## src/rtl/serial_2wire_regwr_if.sv

```systemverilog
// ----------------------------------------------------------------------------
// serial_2wire_regwr_if
// Bus between the register-write sequencer and the serial_2wire master.
//
// Handshake: the sequencer holds out_ser_enable high for a whole transaction
// (address byte then data byte). out_ser_data stays stable while enable is
// high and changes only when the sequencer moves from one byte to the next.
// The master accepts each byte and reports it with a rising edge on
// in_ser_next. in_ser_ready means the master is idle and can start a new
// transaction. in_ser_err reports a bus error and aborts the transaction.
//
// Signals
//   out_ser_enable  sequencer -> master  transaction enable
//   out_ser_data    sequencer -> master  byte currently offered (BITS wide)
//   in_ser_ready    master -> sequencer  master idle
//   in_ser_next     master -> sequencer  byte consumed (edge-detected)
//   in_ser_err      master -> sequencer  bus error
// Modports: master = sequencer side, slave = serial_2wire side.
// ----------------------------------------------------------------------------
interface serial_2wire_regwr_if #(
    parameter int BITS = 8
);
    logic            out_ser_enable;
    logic [BITS-1:0] out_ser_data;
    logic            in_ser_ready;
    logic            in_ser_next;
    logic            in_ser_err;

    modport master (
        output out_ser_enable,
        output out_ser_data,
        input  in_ser_ready,
        input  in_ser_next,
        input  in_ser_err
    );

    modport slave (
        input  out_ser_enable,
        input  out_ser_data,
        output in_ser_ready,
        output in_ser_next,
        output in_ser_err
    );
endinterface

```

## src/rtl/serial_2wire_regwr.sv

```systemverilog
// ----------------------------------------------------------------------------
// serial_2wire_regwr
// Register-write sequencer in front of a serial_2wire master. (address, data)
// pairs are buffered in a FIFO and each pair is sent as one transaction:
// the address byte, then the data byte, with enable held across both. On a
// bus error the entry is dropped. When SERIAL_2WIRE_REGWR_RETRY_EN is
// defined, the entry is first retried up to RETRIES times.
//
// Optional feature macro: SERIAL_2WIRE_REGWR_RETRY_EN (undefined by default)
//
// Ports
//   in_clk, in_rst      clock, synchronous active-high reset
//   in_push             push one pair (in_reg_addr, in_reg_data)
//   out_full/out_empty  FIFO status
//   out_busy            sequencer not idle
//   out_done            1-cycle pulse when an entry completes or is dropped
//   out_err/out_err_cnt sticky drop flag and saturating drop count
//   in_clr_err          clears out_err/out_err_cnt (wins over a same-cycle drop)
//   ser                 serial_2wire bus (master modport)
//   out_state           current FSM state, for observation
// ----------------------------------------------------------------------------
module serial_2wire_regwr #(
    parameter int BITS    = 8,
    parameter int DEPTH   = 8,
    parameter int RETRIES = 2
) (
    input  logic                in_clk,
    input  logic                in_rst,
    input  logic                in_push,
    input  logic [BITS-1:0]     in_reg_addr,
    input  logic [BITS-1:0]     in_reg_data,
    output logic                out_full,
    output logic                out_empty,
    output logic                out_busy,
    output logic                out_done,
    output logic                out_err,
    output logic [7:0]          out_err_cnt,
    input  logic                in_clr_err,
    serial_2wire_regwr_if.master ser,
    output logic [2:0]          out_state
);
    localparam int AW = $clog2(DEPTH);

    typedef enum logic [2:0] {
        ST_IDLE       = 3'd0,
        ST_WRITE_ADDR = 3'd1,
        ST_WRITE_DATA = 3'd2,
        ST_WAIT_DONE  = 3'd3,
        ST_RECOVER    = 3'd4
    } state_t;

    state_t          r_state;
    logic            r_enable;
    logic [BITS-1:0] r_data;
    logic            r_done;
    logic            r_err;
    logic [7:0]      r_err_cnt;
    logic            r_last_next;

    logic [BITS-1:0] r_mem_addr [DEPTH];
    logic [BITS-1:0] r_mem_data [DEPTH];
    logic [AW-1:0]   r_wr_ptr;
    logic [AW-1:0]   r_rd_ptr;
    logic [AW:0]     r_count;

`ifdef SERIAL_2WIRE_REGWR_RETRY_EN
    localparam int RW = (RETRIES < 1) ? 1 : $clog2(RETRIES + 1);
    localparam logic [RW-1:0] RETRIES_W = RW'(RETRIES);
    logic [RW-1:0]   r_retry_cnt;
`endif

    logic w_next_edge;
    logic w_pop;
    logic w_drop;
    logic w_retry;
    logic w_push_ok;

    assign w_next_edge = ser.in_ser_next & ~r_last_next;

    assign out_full    = (r_count == (AW+1)'(DEPTH));
    assign out_empty   = (r_count == '0);
    assign out_busy    = (r_state != ST_IDLE);
    assign out_done    = r_done;
    assign out_err     = r_err;
    assign out_err_cnt = r_err_cnt;
    assign out_state   = r_state;
    assign ser.out_ser_enable = r_enable;
    assign ser.out_ser_data   = r_data;

    // The head entry leaves the FIFO only when its transaction finishes,
    // either successfully in WaitDone or by being dropped from Recover.
    always_comb begin
        w_pop   = 1'b0;
        w_drop  = 1'b0;
        w_retry = 1'b0;
        case (r_state)
            ST_WAIT_DONE: begin
                if (!ser.in_ser_err && ser.in_ser_ready) w_pop = 1'b1;
            end
            ST_RECOVER: begin
                if (ser.in_ser_ready) begin
`ifdef SERIAL_2WIRE_REGWR_RETRY_EN
                    if (r_retry_cnt < RETRIES_W) begin
                        w_retry = 1'b1;
                    end else begin
                        w_drop = 1'b1;
                        w_pop  = 1'b1;
                    end
`else
                    w_drop = 1'b1;
                    w_pop  = 1'b1;
`endif
                end
            end
            default: ;
        endcase
    end

    // A push into a full FIFO still lands if the head is popped this cycle.
    assign w_push_ok = in_push && (!out_full || w_pop);

    always_ff @(posedge in_clk) begin
        if (in_rst) begin
            r_state     <= ST_IDLE;
            r_enable    <= 1'b0;
            r_data      <= '0;
            r_done      <= 1'b0;
            r_err       <= 1'b0;
            r_err_cnt   <= 8'd0;
            r_last_next <= 1'b0;
            r_wr_ptr    <= '0;
            r_rd_ptr    <= '0;
            r_count     <= '0;
`ifdef SERIAL_2WIRE_REGWR_RETRY_EN
            r_retry_cnt <= '0;
`endif
        end else begin
            r_last_next <= ser.in_ser_next;
            r_done      <= 1'b0;

            if (in_clr_err) begin
                r_err     <= 1'b0;
                r_err_cnt <= 8'd0;
            end else if (w_drop) begin
                r_err <= 1'b1;
                if (r_err_cnt != 8'hFF) r_err_cnt <= r_err_cnt + 8'd1;
            end

            if (w_push_ok) begin
                r_mem_addr[r_wr_ptr] <= in_reg_addr;
                r_mem_data[r_wr_ptr] <= in_reg_data;
                r_wr_ptr             <= r_wr_ptr + AW'(1);
            end
            if (w_pop) r_rd_ptr <= r_rd_ptr + AW'(1);
            case ({w_push_ok, w_pop})
                2'b10:   r_count <= r_count + (AW+1)'(1);
                2'b01:   r_count <= r_count - (AW+1)'(1);
                default: ;
            endcase

`ifdef SERIAL_2WIRE_REGWR_RETRY_EN
            if (w_pop)        r_retry_cnt <= '0;
            else if (w_retry) r_retry_cnt <= r_retry_cnt + RW'(1);
`endif

            // Bus outputs change only on transitions, keeping data stable
            // for as long as enable is high. Errors beat byte strobes.
            case (r_state)
                ST_IDLE: begin
                    if (!out_empty && ser.in_ser_ready) begin
                        r_state  <= ST_WRITE_ADDR;
                        r_enable <= 1'b1;
                        r_data   <= r_mem_addr[r_rd_ptr];
                    end
                end
                ST_WRITE_ADDR: begin
                    if (ser.in_ser_err) begin
                        r_state  <= ST_RECOVER;
                        r_enable <= 1'b0;
                        r_data   <= '0;
                    end else if (w_next_edge) begin
                        r_state  <= ST_WRITE_DATA;
                        r_data   <= r_mem_data[r_rd_ptr];
                    end
                end
                ST_WRITE_DATA: begin
                    if (ser.in_ser_err) begin
                        r_state  <= ST_RECOVER;
                        r_enable <= 1'b0;
                        r_data   <= '0;
                    end else if (w_next_edge) begin
                        r_state  <= ST_WAIT_DONE;
                        r_enable <= 1'b0;
                        r_data   <= '0;
                    end
                end
                ST_WAIT_DONE: begin
                    if (ser.in_ser_err) begin
                        r_state <= ST_RECOVER;
                    end else if (ser.in_ser_ready) begin
                        r_state <= ST_IDLE;
                        r_done  <= 1'b1;
                    end
                end
                ST_RECOVER: begin
                    if (w_retry) begin
                        r_state  <= ST_WRITE_ADDR;
                        r_enable <= 1'b1;
                        r_data   <= r_mem_addr[r_rd_ptr];
                    end else if (w_drop) begin
                        r_state <= ST_IDLE;
                        r_done  <= 1'b1;
                    end
                end
                default: begin
                    r_state  <= ST_IDLE;
                    r_enable <= 1'b0;
                    r_data   <= '0;
                end
            endcase
        end
    end
endmodule
```

## src/flat_wrapper.sv

```systemverilog
// flat-port wrapper written by rule: the top's interface ports become plain ports
module serial_2wire_regwr_flat 
#(
    parameter int BITS    = 8,
    parameter int DEPTH   = 8,
    parameter int RETRIES = 2
)
  (in_clk, in_rst, in_push, in_reg_addr, in_reg_data, out_full, out_empty, out_busy, out_done, out_err, out_err_cnt, in_clr_err, out_state, ser_out_ser_enable, ser_out_ser_data, ser_in_ser_ready, ser_in_ser_next, ser_in_ser_err);
  serial_2wire_regwr_if #(.BITS(BITS)) ser_i ();
  input  logic in_clk;
  input  logic in_rst;
  input  logic in_push;
  input  logic [BITS-1:0] in_reg_addr;
  input  logic [BITS-1:0] in_reg_data;
  output logic out_full;
  output logic out_empty;
  output logic out_busy;
  output logic out_done;
  output logic out_err;
  output logic [7:0] out_err_cnt;
  input  logic in_clr_err;
  output logic [2:0] out_state;
  output wire logic [$bits(ser_i.out_ser_enable)-1:0] ser_out_ser_enable;
  output wire logic [$bits(ser_i.out_ser_data)-1:0] ser_out_ser_data;
  input wire logic [$bits(ser_i.in_ser_ready)-1:0] ser_in_ser_ready;
  input wire logic [$bits(ser_i.in_ser_next)-1:0] ser_in_ser_next;
  input wire logic [$bits(ser_i.in_ser_err)-1:0] ser_in_ser_err;
  assign ser_out_ser_enable = ser_i.out_ser_enable;
  assign ser_out_ser_data = ser_i.out_ser_data;
  assign ser_i.in_ser_ready = ser_in_ser_ready;
  assign ser_i.in_ser_next = ser_in_ser_next;
  assign ser_i.in_ser_err = ser_in_ser_err;
  serial_2wire_regwr #(.BITS(BITS), .DEPTH(DEPTH), .RETRIES(RETRIES)) u_core (.in_clk(in_clk), .in_rst(in_rst), .in_push(in_push), .in_reg_addr(in_reg_addr), .in_reg_data(in_reg_data), .out_full(out_full), .out_empty(out_empty), .out_busy(out_busy), .out_done(out_done), .out_err(out_err), .out_err_cnt(out_err_cnt), .in_clr_err(in_clr_err), .ser(ser_i), .out_state(out_state));
endmodule
```

## config.mk

```make
export PLATFORM = sky130hd
export DESIGN_NAME = serial_2wire_regwr_flat
export DESIGN_NICKNAME = d
export VERILOG_FILES = /design/src/rtl/serial_2wire_regwr_if.sv /design/src/rtl/serial_2wire_regwr.sv /design/src/flat_wrapper.sv
export SDC_FILE = /design/constraint.sdc
export NUM_CORES = 1
export LEC_CHECK = 0
export ABC_CLOCK_PERIOD_IN_PS = 10900
export CELL_PAD_IN_SITES_DETAIL_PLACEMENT = 0
export CELL_PAD_IN_SITES_GLOBAL_PLACEMENT = 1
export CORE_ASPECT_RATIO = 0.5
export CORE_MARGIN = 2
export CORE_UTILIZATION = 30
export DETAILED_ROUTE_END_ITERATION = 6
export PLACE_DENSITY = 0.55
export SETUP_SLACK_MARGIN = 0.1
export SLEW_MARGIN = 20
export SYNTH_ARGS = -nofsm -noshare
export SYNTH_HDL_FRONTEND = slang
export SYNTH_SLANG_ARGS = --single-unit
```

## constraint.sdc

```tcl
create_clock -name in_clk -period 10.9 [get_ports in_clk]
set_input_delay 1.635 -clock in_clk [delete_from_list [all_inputs] [get_ports in_clk]]
set_output_delay 1.635 -clock in_clk [all_outputs]
set_load 0.01 [all_outputs]
```

Word-level counts from Yosys, hierarchy flattened:

Memory sizes are Yosys's and may differ from the RTL's. A register that Yosys moved wholly into a read port is not among the register bits.
Index checks and enable logic that the tools add are counted.
W data, S select, Z words.

* input bits: 23
* output and inout bits: 25
* register bits after elaboration: 33
* memory bits (writable): 128
* logic and storage cells: 86
* memories kept: 2

Memories
* u_core.r_mem_addr: depth 8, bits a word 8, rd ports 1, clocked after memory_dff 1, write ports 1, RTL line serial_2wire_regwr.sv:60 `logic [BITS-1:0] r_mem_addr [DEPTH];`
* u_core.r_mem_data: depth 8, bits a word 8, rd ports 1, clocked after memory_dff 1, write ports 1, RTL line serial_2wire_regwr.sv:61 `logic [BITS-1:0] r_mem_data [DEPTH];`

* reductions and logical operators: 17
* equal/unequal tests: 14
* $add $sub $neg: 5
* bitwise logic cells: 3
* mux-type cells: 35

Operators with widths (count)
* $mux W8: 5
* $mux W3: 12
* $pmux W8 S4: 1
* $pmux W3 S5: 1
* $mux W1: 12
* $add A8 B1 Y8 const B: 1
* $ne A8 B8 Y1 const B: 1
* $pmux W4 S2: 1
* $reduce_and A4 Y1: 2
* $add A3 B1 Y3 const B: 2
* $eq A3 B2 Y1 const B: 2
* $ne A3 B2 Y1 const B: 2
* $reduce_and A5 Y1: 1
* $add A4 B1 Y4 const B: 1
* $eq A4 B4 Y1 const B: 1
* $logic_not A4 Y1: 1
* $ne A2 B1 Y1 const B: 2
* $pmux W1 S2: 2
* $pmux W1 S4: 1
* $reduce_or A2 Y1: 2
* $sub A4 B1 Y4 const B: 1
* $eq A3 B1 Y1 const B: 1
* $eq A3 B3 Y1 const B: 1
* $logic_and A1 B1 Y1: 3
* 12 further kinds: 15

Longest topological paths before layout:

* depth after elaboration: 9
* depth in mapped cells: 10
* depth with buffers taken out: 9

Least setup slack after synthesis:

OpenSTA, ideal clock, no wires.

* kind: input -> register
* start point: input ser_in_ser_err
* end point: memory u_core.r_mem_addr[1][0] (enable)
* required time: 10.470 ns
* arrival time: 4.103 ns
* path buffers: 2
* setup slack: 6.366 ns
* setup time: 0.430 ns
* stages on the path: 6
* path through: buf_2 -> and4bb_1 -> o21a_1 -> buf_4 -> o211ai_1 -> nor4_1

* word-level cells in the longest chain between the ends: 9

Ends and longest elaborated chain
* start: declaration: RTL line flat_wrapper.sv:27 `input wire logic [$bits(ser_i.in_ser_err)-1:0] ser_in_ser_err;`
* $logic_not A1 Y1: RTL line serial_2wire_regwr.sv:98 `if (!ser.in_ser_err && ser.in_ser_ready) w_pop = 1'b1;`
* $logic_and A1 B1 Y1: RTL line serial_2wire_regwr.sv:98
* $mux W1: RTL line serial_2wire_regwr.sv:98
* $pmux W1 S2: RTL line serial_2wire_regwr.sv:96 `case (r_state)`
* $logic_or A1 B1 Y1: RTL line serial_2wire_regwr.sv:120 `assign w_push_ok = in_push && (!out_full || w_pop);`
* $logic_and A1 B1 Y1: RTL line serial_2wire_regwr.sv:120
* $mux W1: RTL line serial_2wire_regwr.sv:149 `if (w_push_ok) begin`
* $mux W1: RTL line serial_2wire_regwr.sv:123 `if (in_rst) begin`
* $mux W1 (not written as such): RTL line serial_2wire_regwr.sv:150 `r_mem_addr[r_wr_ptr] <= in_reg_addr;`
* end: declaration: RTL line serial_2wire_regwr.sv:60

No other way between the ends.

Worst setup path in the final report:

* start point: input ser_in_ser_err
* end point: memory u_core.r_mem_addr[2][6] (enable)

Same word-level chain as after synthesis.

==> results.json <==
{
  "status": "completed",
  "grt_pass1_wl_mm": 21.5,
  "syn_inst": 392,
  "synth_cell_types": 57,
  "die_width_um": 213,
  "drv_cap": 0,
  "n_fill_cell": 2035,
  "yosysWarnings": 0,
  "ioPinCount": 48,
  "num_antenna_cells": 0,
  "synth_edf_count": 128,
  "ys_ff_latch": 164,
  "synthMostInstantiatedCell": "edfxtp_1",
  "grt_pass1_vias": 3638,
  "holdWs_ns": 0.450,
  "vias": 3489,
  "grt_use_total": 0.127,
  "seqCellArea_um2": 4570,
  "hp-start": "u_core.out_err",
  "clk_pin_slew_worst_paths_ns": 0.07,
  "cp.arrival_ns": 3.91,
  "ctsHoldBuffers": 0,
  "synth_top_area_share": 0.586,
  "worst_ir_drop_vdd_v": 0.000111,
  "dr.pass1.iters": 4,
  "synth_area_um2": 6560,
  "final_nets": 476,
  "via_per_inst": 4.58,
  "grt_max_degree": 33,
  "ys_async_sr_fraction": 0,
  "cts.path.max_buffers": 2,
  "syn_avg_cell_area_um2": 16.7,
  "fmax_ghz": 0.261,
  "drc": 0,
  "fin_ws_ns": 7.07,
  "yosysTopAreaCell": "edfxtp_1",
  "drive_above_1_share": 0.201,
  "htree_num_levels": 4,
  "initial_utilization": 0.304,
  "timing.setup.tns_ns": 0,
  "final_area_um2": 7980,
  "antenna_found_initial": 0,
  "ys.flop_type": "edfxtp_1",
  "dieArea_um2": 23100,
  "hold_viol_final": 0,
  "clkSinkCount": 164,
  "crit_required_ns": 10.98,
  "die_height_um": 109,
  "clock_latency_ns": 0.42,
  "place_area_um2": 7390,
  "p_total_mw": 1.53,
  "dpl_worst_slack_ns": 6.63,
  "startpoint_type": "primary input",
  "coreArea_um2": 21500,
  "period_needed_ns": 3.83,
  "io_buffer_count": 47,
  "grt_setup_unrepaired": "false",
  "postCtsSetupBuffers": 0,
  "cp-end-kind": "register",
  "worstSetupPathType": "in2reg",
  "startpoint": "ser_in_ser_err",
  "period_share": 0.351,
  "cts.repair.resized": 0,
  "worstHoldPathType": "reg2reg",
  "worstMarginPinSlew_ns": 0.816,
  "p_leak_nw": 2.51,
  "drt_iter0_drc": 277,
  "slew_viol_final": 0,
  "reg2reg_from": "u_core.out_state[2]",
  "area_delta_synth_final_pct": 21.7,
  "wl_per_cell_um": 18.0,
  "synth_nets": 419,
  "rows": 38,
  "finClkSkew_ns": 0.0114,
  "r2r_cells": 6,
  "p_per_area_nw_per_um2": 191,
  "critical_path_peak_fanout": 16,
  "place.gp.congestion": 0.719,
  "min_path_cells": 2,
  "ys_seq_area_frac": 0.696,
  "totalWireLength_mm": 13.7,
  "drtAntennaViolNets": 0,
  "netlist_top_cells_area": "edfxtp_1, dfxtp_1, mux4_2",
  "dp_hpwl_mm": 8.38,
  "synth_common_cells": "edfxtp_1, dfxtp_1, mux4_2",
  "grt_overflow": 0,
  "cts_root_buffer": "clkbuf_16",
  "cts_tree": "done",
  "cts_buffers": 17,
  "maxSlewHeadroom": 0.454,
  "multi_input_area_um2": 1880,
  "setup_viol": 0
}
-- logic make-up (layout without fill, tap and decap cells) --
kind of cell,count (synthesis),in the layout,share of synthesized area
compound gates,44,44,0.0487
fa+ha+maj,4,4,0.00764
simple gates,105,105,0.0910
xor+xnor,14,14,0.0187
flops,164,164,0.696
buf+inv,25,95,0.0216
mux,36,36,0.116
-- layer usage --
layer | share of wire | GRT usage | vias up
met5 | 0 | 0 | -
met4 | 0.010 | 0.0405 | 0
met3 | 0.020 | 0.0209 | 13
met2 | 0.47 | 0.204 | 44
met1 | 0.50 | 0.177 | 1779
li1 | - | - | 1653
-- metrics by stage --
stage	instances	util
2_1_floorplan	392	-
3_3_place_gp	730	0.343
3_5_place_dp	730	0.343
4_1_cts	762	0.370
5_1_grt	762	0.370
6_report	762	0.370
-- final cells by class --
cell class,count,area share
Timing Repair Buffer,58,0.0693
Clock inverter,15,0.0201
Clock buffer,17,0.0533
Sequential cell,164,0.572
Tap cell,300,0.0471
Inverter,5,0.00235
Multi-Input combinational cell,203,0.235
-- registers in the layout (all words and copies together), names as in the netlist, named ones only --
| name | flops |
|---|---|
| u_core.r_last_next | 1 |
| u_core.r_mem_addr | 64 |
| u_core.out_err | 1 |
| u_core.out_state | 3 |
| u_core.r_rd_ptr | 3 |
| u_core.r_mem_data | 64 |
| u_core.out_err_cnt | 8 |
| u_core.ser.out_ser_data | 8 |
| u_core.ser.out_ser_enable | 1 |
| u_core.r_wr_ptr | 3 |
| u_core.r_count | 4 |
| u_core.out_done | 1 |
-- worst paths after layout --
path,end,slack [ns]
max,u_core.r_mem_addr[2][6],7.07
min,u_core.out_err,0.45
max reg2reg,u_core.r_mem_addr[2][6],8.18
min reg2reg,u_core.out_err,0.45
-- power breakdown --
| group | leakage, nW | switching [mW] | total, mW | internal [mW] |
|---|---|---|---|---|
| logic | 0.781 | 0.111 | 0.220 | 0.109 |
| registers | 1.45 | 0.0277 | 0.725 | 0.697 |
| clock network | 0.282 | 0.275 | 0.582 | 0.307 |
-- cells in the final DEF, fill, tap and decap left out, types with 4 or more instances in the layout --
master	count
a21oi_1	8
a22o_1	8
a22oi_1	8
buf_4	11
clkbuf_16	17
clkdlybuf4s50_1	47
dfxtp_1	35
edfxtp_1	128
ha_1	4
inv_1	4
inv_8	5
mux2i_1	4
mux4_2	32
nand2_1	22
nand2b_1	11
nand3_1	10
nor2_1	26
nor3_1	6
o21ai_1	4
xnor2_1	7
xor2_1	7
-- worst max-delay path: stages --
cell and delay [ns]:
clkdlybuf4s50_1 0.59, and4bb_1 0.43, o21a_1 0.38, o21ai_2 0.12, or2_4 0.29, nor3_2 0.15
buf_4 0.30
Note: power is estimated with default switching activity, not from simulation.
